File: config.mk
export PLATFORM = sky130hd
export DESIGN_NAME = fetch_stage
export DESIGN_NICKNAME = d
export VERILOG_FILES = /design/src/rtl/fetch_stage.sv
export SDC_FILE = /design/constraint.sdc
export NUM_CORES = 1
export LEC_CHECK = 0
export CORE_UTILIZATION = 49
export DETAILED_ROUTE_END_ITERATION = 16
export PLACE_DENSITY = 0.95
export SLEW_MARGIN = 20
export SYNTH_ARGS = -nofsm -noshare
export SYNTH_HDL_FRONTEND = slang
export SYNTH_SLANG_ARGS = --single-unit
File: constraint.sdc
create_clock -name clk -period 3.7 [get_ports clk]
set_input_delay 0.74 -clock clk [delete_from_list [all_inputs] [get_ports clk]]
set_output_delay 0.74 -clock clk [all_outputs]
set_load 0.05 [all_outputs]
File: src/rtl/fetch_stage.sv
// IF stage and IF/ID pipeline register: PC generation, synchronous ROM addressing,
// load-use hold, EX redirect squash and a stall-cycle performance counter.
module fetch_stage #(
    parameter logic [31:0] RESET_PC = 32'h1c000000,
    parameter logic [31:0] NOP_INST = 32'h03400000,
    parameter int          CNT_W    = 32
) (
    input  logic             clk,
    input  logic             rstn,
    input  logic             stall_from_Load,
    input  logic             jump_EX,
    input  logic [31:0]      jump_target_EX,
    output logic [31:0]      irom_addr,
    input  logic [31:0]      irom_rdata,
    output logic [31:0]      pc_ID,
    output logic [31:0]      inst_ID,
    output logic             valid_ID,
    output logic [CNT_W-1:0] stall_cnt,
    output logic             fsm_state
);

    // valid_ID qualifies {pc_ID, inst_ID}; there is no ready, the ID side
    // back-pressures only through stall_from_Load, which freezes IF and IF/ID.
    typedef enum logic [0:0] {
        BOOT = 1'b0,
        RUN  = 1'b1
    } state_t;

    state_t      state, next_state;
    logic [31:0] pc_if;
    logic [31:0] npc;
    logic        hold;

    assign fsm_state = state;
    assign irom_addr = npc;

    always_ff @(posedge clk) begin
        if (!rstn) begin
            state <= BOOT;
        end else begin
            state <= next_state;
        end
    end

    // In BOOT the ROM output is stale, so npc re-requests pc_if to establish
    // the rdata-matches-pc_if invariant before RUN.
    always_comb begin
        next_state = RUN;
        hold       = 1'b0;
        npc        = pc_if + 32'd4;
        if (!rstn) begin
            next_state = BOOT;
            npc        = RESET_PC;
        end else if (jump_EX) begin
            npc = {jump_target_EX[31:2], 2'b00};
        end else if (state == BOOT) begin
            npc = pc_if;
        end else if (stall_from_Load) begin
            hold = 1'b1;
            npc  = pc_if;
        end
    end

    always_ff @(posedge clk) begin
        if (!rstn) begin
            pc_if     <= RESET_PC;
            pc_ID     <= 32'd0;
            inst_ID   <= NOP_INST;
            valid_ID  <= 1'b0;
            stall_cnt <= '0;
        end else begin
            pc_if <= npc;
            if (state == BOOT || jump_EX) begin
                pc_ID    <= pc_if;
                inst_ID  <= NOP_INST;
                valid_ID <= 1'b0;
            end else if (!hold) begin
                pc_ID    <= pc_if;
                inst_ID  <= irom_rdata;
                valid_ID <= 1'b1;
            end
            if (hold) begin
                stall_cnt <= stall_cnt + CNT_W'(1);
            end
        end
    end

endmodule

==> impl_results.md <==
- Via count of the routed design: 6096
- Avg Synthesized Cell Area: 8.42 um2
- Slowest stage cell, crit path: or4_1
- Gpl congestion: 0.820
- H-tree level count: 4
- Net count after synthesis: 752
- Max cap viols: 0
- Die ar.: 12200 um2
- Hold_buf cts: 0
- Setup crit start: pc_if[11]
- Vias in the first global route: 5710
- Setup Fix Bufs, Post-CTS: 0
- Detailed Route Iter0 Violations: 567
- Number of synthesized flops with an enable pin: 0
- Worst Path Buf+Inv: 2
- Final setup viols: 0
- Mapped Area: 5740 um2
- Die height: 110 um
- Final HPWL DP: 12.4 mm
- Commonest non-fill, non-tap cells in the layout: clkdlybuf4s50_1, dfxtp_1, nand2_1, a21oi_1, nor2_1
- Placeable Area: 11400 um2
- Max-slew violations: 0
- Top cell by count, worst path: or4_1
- Hold_ws: 0.448 ns
- RR Endpoint: stall_cnt[23]
- Critical-path maximum fanout: 6
- Crit-path cells: nand4_2 > buf_4 > or4_1 > or4_1 > a31oi_2 > buf_12
- # placed instances: 987
- Nets: 933
- Hold Path End: pc_ID[13]
- Layout Skew: 0.00843 ns
- Max clock buf depth: 2
- Slew HR: 47.0%
- Worst setup SP type: register
- WHS Path Cells: 2
- CP delay by family, top: simple AND/OR/NAND/NOR gates
- Cell count after synthesis: 682
- Cell variety after synth: 40
- CP max stage delay: 0.58 ns
- Ports: 198
- Worst-Margin Slew: 0.792 ns
- Power per Cell Area: 419 nW/um2
- Period utilization: 97.8%
- CTS tree: yes
- Post-CTS sizing: 0
- Most common cell after layout, fill and taps aside: clkdlybuf4s50_1
- Wire per inst: 17.9 um
- Fin cells: 1017
- Largest net degree at the start of global routing: 72
- Number of buffers created by CTS: 17
- Horiz. Die Dim: 110 um
- Fmax: 276 MHz
- Share of cells above drive strength 1: 10.3%
- IO Port Bufs: 195
- First-pass GRT wire length: 27.8 mm
- Tmin final: 3.62 ns
- Worst VDD drop: 423 uV
- P&R area growth vs syn: 51.4%
- Worst EP required: 2.96 ns
- Critical path capture point type: output port
- GRT Overall Usage: 30.1%
- CTS root buf: clkbuf_16
- Sink Count: 130
- Drt pass-1 iters: 6
- CP Class: register to output port
- Initial antenna violation count: 0
- #FFs+latches synth: 130
- R2R depth: 4
- Antenna cells: 0
- Ys async rst share: 0%
- Status: finished, final reports clean
- Sequential fraction of the synthesis area: 45.3%
- Post-synth top flop: dfxtp_1
- Final antenna-violating net count: 0
- R2R Path Start: stall_cnt[13]
- Via density: 5.99
- Gr ovfl total: 0
- Synth Warn #: 0
- Total Routed Length: 18.2 mm
- Crit path DAT: 2.88 ns
- R2R Setup Slk: 1.28 ns
- Count of final hold-check violations: 0
- Hold WC Path Type: register to register
- Skew-Pair Late Insertion Delay: 0.42 ns
- Drc violations: 0
- Clk slew on worst S/H paths: 0.05 ns
- Row count: 39
- Worst hold path startpoint: pc_ID[13]
- LEAKAGE: 3.13 nW
- Initial Utilization: 50.3%
## tightest hold or removal path: stages, from the launching register on
cell,delay [ns]
dfxtp_1,0.30
nand2_1,0.05
a21oi_1,0.05
## cell usage after synthesis, types with 2 or more instances
cell type	count	area, um2
a311oi_1	2	17.5
or4_1	23	173
o311ai_0	4	35.0
nand3b_1	3	22.5
nand3_1	29	145
nand2_1	92	345
and2_1	2	12.5
and4_1	6	52.6
a21oi_1	64	320
inv_1	9	33.8
nand4_1	15	93.8
o211ai_1	2	15.0
nand2b_1	6	37.5
nand4b_1	3	26.3
o41ai_1	4	35.0
o21ai_0	29	145
xnor2_1	11	96.3
mux2i_1	37	370
clkbuf_1	44	165
xor2_1	9	78.8
dfxtp_1	130	2600
and3_1	9	56.3
a32oi_1	2	17.5
o31ai_1	20	150
nor3_1	6	30.0
a211oi_1	6	45.0
nor4_1	8	50.1
ha_1	2	25.0
a31oi_1	27	169
buf_2	2	10.0
nor2_1	52	195
and4b_1	2	20.0
or3_1	15	93.8
## per-stage QoR
| stage | TNS (ns) | cell area, um2 | utilization, % | power [mW] | setup WS, ns |
|---|---|---|---|---|---|
| floorplan | 0 | 5770 | - | 1.84 | 0.00241 |
| global placement | 0 | 8130 | 71.2 | 2.10 | 0.237 |
| detailed placement | 0 | 8130 | 71.2 | 2.11 | 0.215 |
| CTS | 0 | 8680 | 76.0 | 3.65 | 0.0222 |
| global route | -0.0186 | 8690 | 76.1 | 3.75 | -0.0186 |
| finish | 0 | 8690 | 76.1 | 3.64 | 0.0831 |
## report_power, final
group / internal [mW] / total, mW / switching [mW]
logic: 0.250 / 0.590 / 0.340
clock network: 0.967 / 1.55 / 0.586
registers: 1.45 / 1.50 / 0.0481
## metal layers
layer	GRT usage (%)	vias up	wire length (um)
met2	50.0	320	8920
met1	34.7	2873	6950
met4	16.1	0	709
met5	0	-	0
li1	-	2848	-
met3	8.94	55	1590
## registers in the layout, indices dropped and copies added, names as in the netlist
register,cells
fsm_state,1
pc_if,32
inst_ID,32
stall_cnt,32
valid_ID,1
pc_ID,32
## area by class of cell
cell class	instances	area, um2
clock buffer	25	526
sequential	130	2600
timing repair buffer	210	2370
tap	143	179
fill	755	2720
inverter	10	37.5
multi-input combinational	494	2960
clock inverter	5	25.0
## logic make-up (layout without fill, tap and decap cells)
group	count (synthesis)	count (layout)	synth area share, %
and+or+nand+nor	274	274	24.1
AOI/OAI and AO/OA	161	161	16.7
DFF	130	130	45.3
buffers and inverters	58	250	3.97
muxes	37	37	6.45
xor gates and xnor gates	20	20	3.05
adders and majority gates	2	2	0.436
## worst max-delay path by stage
stage / cells past startpoint / slack [ns] / endpoint
2_1_floorplan: 6 / 0.002 / irom_addr[18]
3_3_place_gp: 6 / 0.24 / irom_addr[28]
3_5_place_dp: 6 / 0.21 / irom_addr[28]
4_1_cts: 5 / 0.02 / irom_addr[28]
5_1_grt: 5 / -0.02 / irom_addr[27]
6_report: 6 / 0.08 / irom_addr[25]
Power figures use the tool's default switching activity.
